## src/rtl/arb_pkg.sv

```systemverilog
// Shared types for the 2:1 bus arbiter: FSM state and requesting-port identifiers.
package arb_pkg;

    typedef enum logic [1:0] {
        IDLE  = 2'd0,
        GNT_I = 2'd1,
        GNT_D = 2'd2
    } arb_state_e;

    typedef enum logic {
        PORT_I = 1'b0,
        PORT_D = 1'b1
    } arb_port_e;

endpackage

```

## src/rtl/bus_arbiter_2to1.sv

```systemverilog
// 2:1 bus arbiter sharing one master port between an instruction and a data requester.
// Define ARB_ROUND_ROBIN_EN for round-robin tie-breaking; otherwise the data port wins ties.
module bus_arbiter_2to1
    import arb_pkg::*;
#(
    parameter int ADDR_WIDTH = 32,
    parameter int DATA_WIDTH = 32
) (
    input  logic                  clk,
    input  logic                  rst_n,

    input  logic                  i_cyc,
    input  logic                  i_stb,
    input  logic                  i_we,
    input  logic [ADDR_WIDTH-1:0] i_addr,
    input  logic [DATA_WIDTH-1:0] i_wdata,
    output logic [DATA_WIDTH-1:0] i_rdata,
    output logic                  i_ack,

    input  logic                  d_cyc,
    input  logic                  d_stb,
    input  logic                  d_we,
    input  logic [ADDR_WIDTH-1:0] d_addr,
    input  logic [DATA_WIDTH-1:0] d_wdata,
    output logic [DATA_WIDTH-1:0] d_rdata,
    output logic                  d_ack,

    output logic                  m_cyc,
    output logic                  m_stb,
    output logic                  m_we,
    output logic [ADDR_WIDTH-1:0] m_addr,
    output logic [DATA_WIDTH-1:0] m_wdata,
    input  logic [DATA_WIDTH-1:0] m_rdata,
    input  logic                  m_ack
);

    logic       req_i;
    logic       req_d;
    arb_state_e state_q;
    arb_state_e state_d;
    arb_port_e  winner;

    assign req_i = i_cyc & i_stb;
    assign req_d = d_cyc & d_stb;

`ifdef ARB_ROUND_ROBIN_EN
    arb_port_e last_grant_q;
    arb_port_e last_grant_d;

    // On a tie the port that did not win last time goes first.
    function automatic arb_port_e sel_port(input logic ri, input logic rd, input arb_port_e last);
        if (ri && rd)
            return (last == PORT_I) ? PORT_D : PORT_I;
        else if (ri)
            return PORT_I;
        else
            return PORT_D;
    endfunction
`else
    function automatic arb_port_e sel_port(input logic ri, input logic rd);
        if (ri && !rd)
            return PORT_I;
        else
            return PORT_D;
    endfunction
`endif

    always_comb begin
        state_d = state_q;
        winner  = PORT_D;
`ifdef ARB_ROUND_ROBIN_EN
        last_grant_d = last_grant_q;
`endif
        case (state_q)
            IDLE: begin
                if (req_i || req_d) begin
`ifdef ARB_ROUND_ROBIN_EN
                    winner       = sel_port(req_i, req_d, last_grant_q);
                    last_grant_d = winner;
`else
                    winner       = sel_port(req_i, req_d);
`endif
                    state_d = (winner == PORT_I) ? GNT_I : GNT_D;
                end
            end
            // Completion or abort (requester dropped cyc) both release the bus.
            GNT_I: if (m_ack || !i_cyc) state_d = IDLE;
            GNT_D: if (m_ack || !d_cyc) state_d = IDLE;
            default: state_d = IDLE;
        endcase
    end

    always_ff @(posedge clk or negedge rst_n) begin
        if (!rst_n) begin
            state_q <= IDLE;
`ifdef ARB_ROUND_ROBIN_EN
            last_grant_q <= PORT_D;
`endif
        end else begin
            state_q <= state_d;
`ifdef ARB_ROUND_ROBIN_EN
            last_grant_q <= last_grant_d;
`endif
        end
    end

    always_comb begin
        m_cyc   = 1'b0;
        m_stb   = 1'b0;
        m_we    = 1'b0;
        m_addr  = '0;
        m_wdata = '0;
        i_ack   = 1'b0;
        d_ack   = 1'b0;
        case (state_q)
            GNT_I: begin
                m_cyc   = i_cyc;
                m_stb   = i_stb;
                m_we    = i_we;
                m_addr  = i_addr;
                m_wdata = i_wdata;
                i_ack   = m_ack;
            end
            GNT_D: begin
                m_cyc   = d_cyc;
                m_stb   = d_stb;
                m_we    = d_we;
                m_addr  = d_addr;
                m_wdata = d_wdata;
                d_ack   = m_ack;
            end
            default: ;
        endcase
    end

    assign i_rdata = m_rdata;
    assign d_rdata = m_rdata;

endmodule

```

## config.mk

```make
export PLATFORM = sky130hd
export DESIGN_NAME = bus_arbiter_2to1
export DESIGN_NICKNAME = d
export VERILOG_FILES = /design/src/rtl/arb_pkg.sv /design/src/rtl/bus_arbiter_2to1.sv
export SDC_FILE = /design/constraint.sdc
export NUM_CORES = 1
export LEC_CHECK = 0
export BUFFER_PORTS_ARGS = -buffer_cell sky130_fd_sc_hd__buf_2
export CAP_MARGIN = 20
export CORE_AREA = 2 2 116 118
export CTS_CLUSTER_DIAMETER = 40
export DETAILED_ROUTE_END_ITERATION = 8
export DIE_AREA = 0 0 118 120
export PLACE_DENSITY_LB_ADDON = 0.25
export SLEW_MARGIN = 20
export SYNTH_ARGS = -nofsm -noshare
export SYNTH_HDL_FRONTEND = slang
export SYNTH_SLANG_ARGS = --single-unit
```

## constraint.sdc

```tcl
create_clock -name clk -period 1.35 [get_ports clk]
set_clock_uncertainty 0.15 [all_clocks]
set_input_delay 0 -clock clk [delete_from_list [all_inputs] [get_ports clk]]
set_output_delay 0 -clock clk [all_outputs]
set_load 0.005 [all_outputs]
```

Yosys cells after proc, flatten, opt, wreduce, memory -nomap -nowiden
Index checks and enable logic that the tools add are counted.
Operators by class
  eq/ne operators: 5
  bitwise logic cells: 2
  multiplexer cells: 15
  reduce and logical (&&, ||, !) cells: 9
Operators by type and width (number)
  one-hot mux 32 bit (2 select lines): 2
  2-to-1 mux 2 bit: 4
  != test 2 bit (second input constant): 3
  one-hot mux 1 bit (2 select lines): 3
  one-hot mux 2 bit (3 select lines): 1
  2-to-1 mux 1 bit: 5
  logical NOT 1 bit: 3
  logical OR 1 bit: 3
  AND reduction 3 bit: 1
  bitwise AND 1 bit: 2
  == test 2 x 1 -> 1 bit (second input constant): 1
  == test 2 bit (second input constant): 1
  logical NOT 2 bit: 1
  logical AND 1 bit: 1
Storage, ports and cells
  flip-flop bits (word level): 2
  output and inout port bits: 133
  input bits: 169

Depth between registers and ports, before layout
Gate-level depths: netlist of run 1.
  depth in word-level cells: 9
  mapped depth: 7

Worst setup path after synthesis of run 1
OpenSTA, ideal clock, no wires.
  kind: flip-flop to flip-flop
  from: reg state_q[1]
  to: reg state_q[0]
  slack: -0.065 ns
  required time: 1.118 ns
  arrival time: 1.183 ns
  stages on the path, launching flop included: 7
  path buffers: 1
  path through: dfrtp_1 -> inv_1 -> ha_1 -> buf_6 -> a22oi_2 -> or2_4 -> a22oi_2
Between the ends
  word-level cells in the longest chain between the ends: 3
  elaborated cells on any way between the ends: 8
  classes of those cells: eq/ne (5); mux (1); reduce/logical (2)
Ends and longest elaborated chain
  start: declaration: line bus_arbiter_2to1.sv:39  | arb_state_e state_q;
  start signal: assignment: line bus_arbiter_2to1.sv:100  | state_q <= state_d;
  == test 2 bit, or another cell as far along: line bus_arbiter_2to1.sv:74  | case (state_q)
  != test 2 bit (no source line)
  AND reduction 3 bit (no source line)
Several ways; a longest one is shown, not always the timed one.
A chain may end at the register's enable or synchronous reset.

Final worst setup path of run 1
  from: reg state_q[1]
  to: out m_wdata[12]
Between the ends
  word-level cells in the longest chain between the ends: 2
  elaborated cells on any way between the ends: 3
  classes of those cells: eq/ne (2); mux (1)
Ends and longest elaborated chain
  == test 2 bit or == test 2 x 1 -> 1 bit (tied branches): line bus_arbiter_2to1.sv:115  | case (state_q)
  one-hot mux 32 bit (2 select lines) (*): line bus_arbiter_2to1.sv:115
  end: declaration: line bus_arbiter_2to1.sv:32  | output logic [DATA_WIDTH-1:0] m_wdata,
Every way passes the cells marked *; elsewhere a longest branch is shown, timed or not.

==> results of run 1 <==
-- metal layers --
metal | global-route usage (%) | up-vias | share of wire [%]
li1 | - | 1180 | -
met3 | 1.85 | 9 | 6.3
met2 | 24.5 | 158 | 57
met1 | 12.8 | 1218 | 36
met4 | 1.51 | 0 | 0.50
met5 | 0 | - | 0
-- what timing repair did --
action / CTS / global route
endpoints found under the setup margin: 71 / 71
gates cloned: 8 / 7
setup buffers: 15 / 3
gates resized for setup: 33 / 68
hold buffers: 38 / 0
pin swaps: 3 / 6
hold endpoints to repair: 68 / 0
-- how the worst max path moves through the flow --
| stage | startpoint | slack [ns] | endpoint |
|---|---|---|---|
| floorplan | state_q[1]$_DFFE_PN0P_ | -0.05 | state_q[0]$_DFFE_PN0P_ |
| global placement | state_q[1]$_DFFE_PN0P_ | -0.11 | m_addr[0] |
| detailed placement | state_q[1]$_DFFE_PN0P_ | -0.16 | m_wdata[28] |
| CTS | state_q[0]$_DFFE_PN0P_ | -0.38 | m_addr[13] |
| global route | state_q[1]$_DFFE_PN0P_ | -0.46 | m_stb |
| finish | state_q[1]$_DFFE_PN0P_ | -0.40 | m_wdata[12] |
-- critical path, cell delays in order (launching register included) --
cell,delay [ns]
sky130_fd_sc_hd__dfrtp_1,0.37
sky130_fd_sc_hd__buf_4,0.15
sky130_fd_sc_hd__ha_4,0.20
sky130_fd_sc_hd__buf_12,0.14
sky130_fd_sc_hd__clkbuf_16,0.16
sky130_fd_sc_hd__a22oi_2,0.17
sky130_fd_sc_hd__nor2b_4,0.05
sky130_fd_sc_hd__buf_2,0.12
-- cells in the mapped netlist --
library cell and count:
sky130_fd_sc_hd__dfrtp_1 2, sky130_fd_sc_hd__ha_1 3, sky130_fd_sc_hd__buf_6 9, sky130_fd_sc_hd__a22oi_1 66
sky130_fd_sc_hd__nand2_1 3, sky130_fd_sc_hd__a22oi_2 2, sky130_fd_sc_hd__buf_2 9, sky130_fd_sc_hd__o21bai_1 1
sky130_fd_sc_hd__buf_1 1, sky130_fd_sc_hd__inv_1 2, sky130_fd_sc_hd__o2111ai_1 1, sky130_fd_sc_hd__o211ai_2 1
sky130_fd_sc_hd__clkbuf_1 4, sky130_fd_sc_hd__or2_4 1, sky130_fd_sc_hd__nand3_1 1, sky130_fd_sc_hd__buf_4 64
sky130_fd_sc_hd__and2_1 2, sky130_fd_sc_hd__nor2b_1 67
-- final cells by class --
type,count,area [um2]
flip-flops and latches,2,50.0
well taps,176,220
inverters,2,7.51
multi-input cells,148,1510
repair buffers,284,2130
clock buffers,3,75.1
fillers,1367,8990
-- power by group through the flow --
| stage | logic (mW) | registers [mW] | clock network, mW |
|---|---|---|---|
| 4_1_cts | 6.50 | 0.114 | 0.455 |
| 3_3_place_gp | 4.18 | 0.114 | 0 |
| 2_1_floorplan | 2.89 | 0.111 | 0 |
| 3_5_place_dp | 4.25 | 0.116 | 0 |
| 6_report | 8.27 | 0.115 | 0.448 |
| 5_1_grt | 8.84 | 0.121 | 0.461 |
-- kinds of logic (layout without fill, tap and decap cells) --
logic type,after synthesis,count (layout)
adder cells (fa/ha/maj),3,3
AO/OA/AOI/OAI,71,71
AND/OR/NAND/NOR,74,74
flip-flops,2,2
buffers and inverters,89,289
==> summary by stage, run 1 <==
Run status
The run finished, with violations left. The final reports fail on setup timing.

Logic synthesis
The post-synthesis net count is 411. Summing the sequential cell areas from Yosys gives 2.87% of the chip area. Synthesis handed over a netlist of 239 instances. The number of distinct library cells after synthesis is 18.

A synthesized cell averages 7.31 um2. The xor-xnor portion of the synthesized cell area is 0%. The post-synthesis simple-gate area fraction is 26.1%. The adder-cell share of the synthesized area is 2.15%. The top cell type's share of synthesized area is 28.4%. The share of cell area taken by muxes after synthesis is 0%.

The number of synthesis warnings is 0. Summing every instance area after synthesis gives 1750 um2. In the post-synthesis netlist, the biggest area contributors are sky130_fd_sc_hd__a22oi_1, sky130_fd_sc_hd__buf_4, sky130_fd_sc_hd__nor2b_1. The largest family of logic cells by synthesized area is buffers and inverters. Summing the areas of all compound-gate instances in the mapped netlist gives 31.4% of the synthesized area. The synthesized design contains 2 register bits. The largest total area in the synthesized netlist belongs to sky130_fd_sc_hd__a22oi_1.

Layout
Leaving out filler cells and counting taps, the final layout contains 615. The flip-flop count of the largest register after layout is 2. From synthesis to final layout, the design area changed by 128%. The final core area utilization is 30.7%. The final net count is 613. The most flop-heavy register is state_q. The largest registers in the layout are state_q x2. In the final layout, the share of cells above drive strength 1 is 77.0%. The commonest non-fill, non-tap cell in the layout is sky130_fd_sc_hd__buf_2. The total inserted antenna cells is 0. The post-route standard cell area excluding fillers is 3990 um2. Leaving out fill and tap cells, the most frequent cells in the layout are sky130_fd_sc_hd__buf_2, sky130_fd_sc_hd__a22oi_2, sky130_fd_sc_hd__dlygate4sd3_1.

Clock tree
In this run, CTS created clock tree buffers numbering 3. The root cell of the clock tree is sky130_fd_sc_hd__clkbuf_16. TritonCTS built the clock tree. Clock latency on the worst-skew pair, taken at its later pin, is 0.22 ns. The clock passes through at most 2 buffers.

The clock-pin transition on the worst setup and hold timing paths is 0.03 ns. CTS built an H-tree with a depth of 1. The sink count of the clock tree is 2.

Place
The count of buffers from port buffering is 205. The number of placed instances, taps included is 542. The placement-stage cell area is 2500 um2. The routability congestion estimate from global placement is 0.708. The pre-CTS setup slack is -0.156 ns. The placed wire-length estimate after detailed placement is 5720 um.

Setup path
Data on the critical path is required at its endpoint by 1.20 ns. The depth of the most critical reg-to-reg path is 7. The destination of the worst register-to-register timing path is state_q[0]$_DFFE_PN0P_. The launch point of the worst reg-to-reg path is state_q[0]$_DFFE_PN0P_. Data arrives at the worst endpoint at 1.60 ns.

The flop-to-flop setup slack is -0.34 ns. The nature of the critical path endpoint is an output pin. The largest fanout on the critical path is 6. The type of the worst setup path is reg -> out. The element type at the critical path start is a register.

STA
The final worst hold slack is 0.0121 ns. The worst-margin pin slew is 0.204 ns. The final-report setup violation count is 71.

The number of pins exceeding their max-slew limit in the final report was 0. Based on the critical path, the design can be clocked at up to 571 MHz. The number of hold violations in the final report came to 0. Setup repair after global routing could not meet its margin everywhere. The post-layout worst setup margin is -0.401 ns.

The post-route minimum period is 1.75 ns. The worst max-slew margin expressed relative to the limit is 86.4%. The setup total negative slack is -23.67 ns. After layout, the worst path uses 130% of the clock period.

Global route
The number of antenna violations at the first check in global routing is 0. The global-route usage over all layers is 11.9%. Global routing finished with a remaining overflow of 0.

The largest net degree at the start of global routing is 32. The first global-routing pass estimated 13,500 um of wire. The via count of the first global-routing pass is 2,551.

Power and ir drop
The switching power as a share of total power is 39.7%. In this run the power spent charging and discharging nets is 3.51 mW. The fraction of power consumed by sequential logic is 1.3%. For this design the ratio of total power to cell area is 2210 nW/um2. The overall power of the completed layout is 8.83 mW. In this run the static leakage power is 1.81 nW. The clock network is responsible for 5.1% of the overall power. The worst IR drop on VDD is 0.000930 V. The internal power of the cells totals 5.32 mW.

The proportion of power drawn by combinational gates is 93.6%.

Floorplan
The die covers 14,200 um2. The height of the chip is 120 um. The number of I/O pins is 302. The die width is 118 um. Once the floorplan was initialized, standard cells occupied 13.5% of the core. After floorplanning, the core was sized to cover 13,000 um2. In this run the core area contains 42 standard-cell rows.

Route
Summing over every cut layer, the via total after detailed routing is 2,565. The number of routed nets with antenna violations is 0. For this run, design rule violations remaining after detail routing come to 0. The number of search-and-repair iterations in the first detailed-routing pass is 4.

Dividing the detail-routed via count by the number of cells gives 4.17. The initial DRC count is 54. Summed over all layers, the routed wires come to 10,300 um.

The routed wirelength normalized by instance count is 16.7 um.

Min path
Counting instances, the worst hold path has a depth of 4. The min-delay analysis places its worst path in the category in -> reg. For hold timing, the worst endpoint is state_q[1]$_DFFE_PN0P_. The hold path startpoint is i_cyc.

Run
The number of max-cap violations is 0.
Note: power is estimated with default switching activity, not from simulation.
==> run 2: changes to the inputs <==
--- a/config.mk
+++ b/config.mk
@@ -8,6 +8,7 @@
 export BUFFER_PORTS_ARGS = -buffer_cell sky130_fd_sc_hd__buf_2
 export CAP_MARGIN = 20
 export CORE_AREA = 2 2 116 118
+export CTS_BUF_LIST = sky130_fd_sc_hd__clkbuf_8
 export CTS_CLUSTER_DIAMETER = 40
 export DETAILED_ROUTE_END_ITERATION = 8
 export DIE_AREA = 0 0 118 120
==> constraint.sdc (replaced) <==
create_clock -name clk -period 1.8 [get_ports clk]
set_clock_uncertainty 0.15 [all_clocks]
set_input_delay 0 -clock clk [delete_from_list [all_inputs] [get_ports clk]]
set_output_delay 0 -clock clk [all_outputs]
set_load 0.005 [all_outputs]
==> summary by stage, run 2 (synthesized netlist as in run 1, its figures left out) <==
Clock tree
Clock-pin slew was measured on the worst setup and hold paths at 0.03 ns. The sink count of the clock tree is 2. The TritonCTS buffer count is 3. The clock latency on the worst-skew pair is 0.21 ns. TritonCTS built the clock tree.

In this run the number of H-tree levels came out at 1. The maximum clock path buffer count is 2. Clock tree synthesis selected as its root buffer the cell sky130_fd_sc_hd__clkbuf_8.

Place
The number of placed instances, taps included is 539. Routability-driven placement finished with a final weighted congestion of 0.713. The count of buffers from port buffering is 205. The placed wire-length estimate after detailed placement is 5740 um. The placement-stage cell area is 2460 um2.

STA
The worst max-slew margin expressed relative to the limit is 83.9%. The number of hold violations in the final report is 0. The fmax is 586 MHz.

The number of pins exceeding their max-slew limit in the final report is 0. At the pin with the least slew margin, the transition time is 0.241 ns. After layout, the worst path uses 94.8% of the clock period.

Setup violations remaining at the end of the flow were counted as 0. The routed design could run at a clock period as short as 1.71 ns.

Route
The final wirelength is 7690 um. Across all layers, the routed design uses 2,325 vias. The detailed-route DRC error count is 0. The per-cell via count in the routed design is 4.00. The routed wirelength normalized by instance count is 13.2 um. The detail route stage leaves a number of antenna-violating nets equal to 0. For this block, the initial DRC count from the detailed router was 62.

The first detailed-routing pass ran for 4 iterations.

Power and ir drop
The leakage power summed over all cells is 1.43 nW. The worst IR drop on VDD is 0.000740 V. The power density over the cells is 1240 nW/um2.

Layout
Leaving out fill and tap cells, the most frequent cells in the layout are sky130_fd_sc_hd__buf_2, sky130_fd_sc_hd__nor2b_1, sky130_fd_sc_hd__a22oi_1. Leaving out fill and tap cells, the most frequent cell in the layout is sky130_fd_sc_hd__buf_2. The fraction of layout instances using a drive strength above 1 is 56.5%. The area growth from synthesis to layout is 70.0%.

Excluding fillers, the count of instances in the completed layout stands at 581. Ranked by flip-flop count, first place goes to state_q. The flip-flop count of the largest register after layout is 2. The largest registers in the layout are state_q x2. Summing all non-filler instances in the final layout gives an area of 2970 um2. The final net count is 579. The total inserted antenna cells is 0.

Global route
Global routing finished with a remaining overflow of 0. The global-route usage over all layers is 9.38%. The via count of the first global-routing pass is 2,267. The global-route wire length before repair is 10,900 um. The number of antenna violations at the first check in global routing is 0. Entering global routing, the biggest net connects 38 pins.

Setup path
The critical path data required time is 1.65 ns. The type of the worst setup path is reg -> out. For this design, the slowest cell found on the critical path is sky130_fd_sc_hd__dfrtp_1. STA classifies the critical path startpoint as a register. The arrival time at the worst endpoint is 1.56 ns.

The critical path goes through inv_2 > ha_4 > buf_12 > a22oi_2 > nor2b_1 > buf_2. In this design, the stage delay of the slowest critical-path cell is 0.41 ns. Along the worst path, the maximum fanout reaches 34. The nature of the critical path endpoint is an output pin.

Min path
The path category of the worst min-delay check is in -> reg.

Run status
The run finished with clean final reports.

Floorplan
Measured along the y axis, the die boundary spans 120 um. The die covers 14,200 um2. The number of placement rows is 42. For this configuration, the core starts out at a cell density of 13.5%. The die width is 118 um. In this run the standard cell core region covers 13,000 um2. 302 I/O pins were placed.

Run
The number of max-cap violations is 0.
==> run 2: timing repair <==
action | 4_1_cts | 5_1_grt
buffers inserted | 0 | 1
gates cloned | 0 | 1
endpoints found under the setup margin | 13 | 45
hold endpoints to repair | 68 | 0
hold buffers | 37 | 0
gates resized for setup | 1 | 11
==> run 2: metrics by stage <==
step	hold slack, ns	utilization (%)	TNS [ns]	setup slack, ns	power [mW]
floorplan	-0.446	-	0	0.385	2.23
global placement	-0.358	19.0	0	0.239	3.17
detailed placement	-0.355	19.0	0	0.185	3.21
CTS	0.00621	22.2	-0.0100	-0.00935	3.52
global route	0.0151	22.9	-0.00754	-0.00714	4.03
finish	0.00944	22.9	0	0.0939	3.68
==> run 2: critical path, delay by kind of cell, from the launching register on <==
family,cells,cell delay (ns)
compound gates,1,0.10
fa+ha+maj,1,0.19
buf+inv,3,0.46
flops,1,0.41
simple gates,1,0.15
==> run 2: cell type report <==
class                           count  area (um2)
Inverter                            2        7.51
Multi-Input combinational cell    148        1100
Timing Repair Buffer              250        1550
Sequential cell                     2        50.0
Tap cell                          176         220
Clock buffer                        3        41.3
Fill cell                        1464       10000
==> run 2: layer usage <==
metal  part of all wire, %  track usage (%)
met1                    37             9.82
met2                    55             19.3
met3                   8.1             1.71
met4                     0             1.73
met5                     0                0
==> run 2: final timing paths <==
| check | from | endpoint | slack (ns) | cells after the start |
|---|---|---|---|---|
| worst max-delay path | state_q[0]$_DFFE_PN0P_ | m_addr[25] | 0.09 | 6 |
| worst min-delay path | i_stb | state_q[1]$_DFFE_PN0P_ | 0.009 | 4 |
| worst max register to register | state_q[1]$_DFFE_PN0P_ | state_q[1]$_DFFE_PN0P_ | 0.28 | 5 |
| worst min register to register | state_q[1]$_DFFE_PN0P_ | state_q[1]$_DFFE_PN0P_ | 0.47 | 2 |
| max in group asynchronous | rst_n | state_q[0]$_DFFE_PN0P_ | 0.87 | 3 |
| min in group asynchronous | rst_n | state_q[1]$_DFFE_PN0P_ | 0.50 | 3 |
==> run 2: where the power goes <==
part	switching [mW]	leakage [nW]	internal, mW
clock network	0.0349	0.0216	0.141
registers	0.0290	0.0260	0.0671
logic	1.63	1.38	1.78
==> run 3: changes to the inputs <==
--- a/config.mk
+++ b/config.mk
@@ -7,11 +7,11 @@
 export LEC_CHECK = 0
 export BUFFER_PORTS_ARGS = -buffer_cell sky130_fd_sc_hd__buf_2
 export CAP_MARGIN = 20
-export CORE_AREA = 2 2 116 118
+export CORE_AREA = 2 2 117 119
 export CTS_BUF_LIST = sky130_fd_sc_hd__clkbuf_8
 export CTS_CLUSTER_DIAMETER = 40
 export DETAILED_ROUTE_END_ITERATION = 8
-export DIE_AREA = 0 0 118 120
+export DIE_AREA = 0 0 119 121
 export PLACE_DENSITY_LB_ADDON = 0.25
 export SLEW_MARGIN = 20
 export SYNTH_ARGS = -nofsm -noshare
==> constraint.sdc (replaced) <==
create_clock -name clk -period 2 [get_ports clk]
set_clock_uncertainty 0.15 [all_clocks]
set_input_delay 0 -clock clk [delete_from_list [all_inputs] [get_ports clk]]
set_output_delay 0 -clock clk [all_outputs]
set_load 0.005 [all_outputs]
==> summary by stage, run 3 (synthesized netlist as in run 1, its figures left out) <==
Run status
The flow ran to the end, and the final reports show no timing, DRC or antenna violations.

Clock tree
The number of buffers inserted to repair setup after CTS is 0. Buffers inserted to repair hold after CTS numbered 36. The tree is rooted in a sky130_fd_sc_hd__clkbuf_8. The TritonCTS buffer count is 3. TritonCTS built the clock tree. The maximum clock path buffer count is 2. The clock-pin transition on the worst setup and hold timing paths is 0.03 ns. Counting every sink on the clock net gives 2. The count of cells resized by post-cts repair is 0.

The clock latency on the worst-skew pair is 0.21 ns. The H-tree depth reported by CTS is 1.

Setup path
The cell with the biggest individual delay on the critical path is sky130_fd_sc_hd__dfrtp_1. STA classifies the critical path endpoint as an output pin. Of all nets on the critical path, the largest fanout is 31. Data on the critical path is required at its endpoint by 1.85 ns. The endpoint identified for the worst register-to-register timing path is state_q[1]$_DFFE_PN0P_. Across all register-to-register paths, the minimum setup slack is 0.52 ns. The type of the worst setup path is reg -> out. The arrival time at the worst endpoint is 1.71 ns. The element type at the critical path start is a register. The worst register-to-register path begins at state_q[1]$_DFFE_PN0P_.

The number of cells on the worst reg-to-reg path is 5. Traced cell by cell, the critical path runs through inv_1 > ha_2 > buf_4 > a22oi_1 > nor2b_1 > buf_2. The origin of the worst setup path is state_q[0]$_DFFE_PN0P_. For this run, the slowest stage of the critical path takes 0.37 ns. The critical path ends at m_addr[17].

Layout
The number of antenna diodes in the final layout is 0. The most flop-heavy register is state_q. The post-route standard cell area excluding fillers is 2830 um2. The commonest non-fill, non-tap cell in the layout is sky130_fd_sc_hd__buf_2. The number of inserted filler cells in the final layout is 1,489. The flip-flop count of the largest register after layout is 2. The count of non-filler cells in the finished layout is 577. Of the cells placed in the final design, the portion with a size suffix greater than 1 is 54.9%. The largest registers in the layout are state_q x2. Relative to the synthesized area, the layout overhead comes to 62.1%.

In the layout the commonest cells are sky130_fd_sc_hd__buf_2, sky130_fd_sc_hd__nor2b_1, sky130_fd_sc_hd__a22oi_1. The final net count is 575.

STA
The post-route minimum period is 1.86 ns. Summed over all failing endpoints, the final setup total negative slack is 0 ns. The number of hold violations in the final report is 0. The number of pins exceeding their max-slew limit in the final report was 0.

For this run, the top clock speed supported by timing is 538 MHz. Setup violations remaining at the end of the flow were counted as 0. At the pin with the least slew margin, the transition time is 0.335 ns.

In the finished design, the share of the clock period the worst path needs comes to 93.0%. Measured against its own limit, the worst slew margin works out to 77.7%. Setup repair after global routing left no endpoint under its margin.

Global route
The via count of the first global-routing pass is 2,289. The met3 layer usage reported by global route is 2.40%. The first global-routing pass estimated 11,200 um of wire. The total overflow left after global routing is 0. The met2 usage is 18.9%.

For this run, the total global-route usage over all layers was measured as 9.53%. The number of antenna violations at the first check in global routing is 0. For met1 alone, demand over resource in global routing was 10.3%. The largest net degree at the start of global routing is 68. The busiest metal layer after global routing is met2.

Route
The routed wirelength normalized by instance count is 13.4 um. The via count is 2,308. The number of routed nets with antenna violations is 0. The first detailed-routing pass took 4 iterations. For this block, the routed nets add up to 7750 um of wire. After the first detailed-routing iteration, the DRC count stood at 76. The per-cell via count in the routed design is 4.00. In the routed design, unresolved DRC markers number 0.

Place
The number of placed instances, taps included is 538. Detailed placement finished with a half-perimeter wire length of 6260 um. The routability congestion estimate from global placement is 0.705.

The count of buffers added on input and output ports is 205. The placement-stage cell area is 2430 um2.

Floorplan
The number of I/O pins is 302. The starting utilization of the core area is 13.3%. The floorplan step defined a die boundary enclosing 14,400 um2. The die width is 119 um.

The total core area is 13,100 um2. Row generation in the floorplan step produced 42 rows. The height of the chip is 121 um.

Power and ir drop
The leakage power summed over all cells is 1.39 nW. The overall power of the completed layout is 2.96 mW. The worst-case IR drop observed on VDD is 0.000654 V. For this design the ratio of total power to cell area is 1040 nW/um2.

Run
Max-cap violations in this run came to 0.

Min path
The worst hold path belongs to the class in -> reg. The startpoint identified for the worst hold timing path is i_stb.
-- run 3: area by class of cell --
class	count	area (um2)	area share (%)
repair buffers	246	1460	51.6
multi-input cells	148	1050	37.1
flip-flops and latches	2	50.0	1.77
well taps	176	220	7.78
inverters	2	7.51	0.265
clock buffers	3	41.3	1.46
-- run 3: worst min-delay path by stage --
stage	endpoint	slack, ns	cells after the start
after floorplan	state_q[0]$_DFFE_PN0P_	-0.45	0
after detailed placement	state_q[0]$_DFFE_PN0P_	-0.36	1
after global routing	state_q[1]$_DFFE_PN0P_	0.04	4
after global placement	state_q[0]$_DFFE_PN0P_	-0.36	1
after CTS	state_q[1]$_DFFE_PN0P_	0.003	4
final	state_q[1]$_DFFE_PN0P_	0.008	4
-- run 3: power by group --
group	total (mW)	internal, mW	switching [mW]
logic	2.72	1.36	1.36
registers	0.0744	0.0605	0.0139
clock network	0.160	0.127	0.0328
-- run 3: metrics by stage --
| stage | setup WS (ns) | hold slack, ns | utilization (%) |
|---|---|---|---|
| floorplan | 0.585 | -0.446 | - |
| global placement | 0.423 | -0.361 | 18.6 |
| detailed placement | 0.360 | -0.362 | 18.6 |
| CTS | 0.132 | 0.00331 | 21.6 |
| global route | 0.0109 | 0.0409 | 21.6 |
| finish | 0.141 | 0.00789 | 21.6 |
-- run 3: worst max-delay path, delay by kind of cell, from the launching register on --
family / cells / cell delay, ns
buffers and inverters: 3 / 0.59
DFF: 1 / 0.37
adders and majority gates: 1 / 0.25
and+or+nand+nor: 1 / 0.13
AOI/OAI and AO/OA: 1 / 0.15
-- run 3: metal layers --
metal	wire length, um	share of wire [%]
met5	0	0
met2	4130	53
met3	744	9.6
met1	2840	37
met4	34	0.44
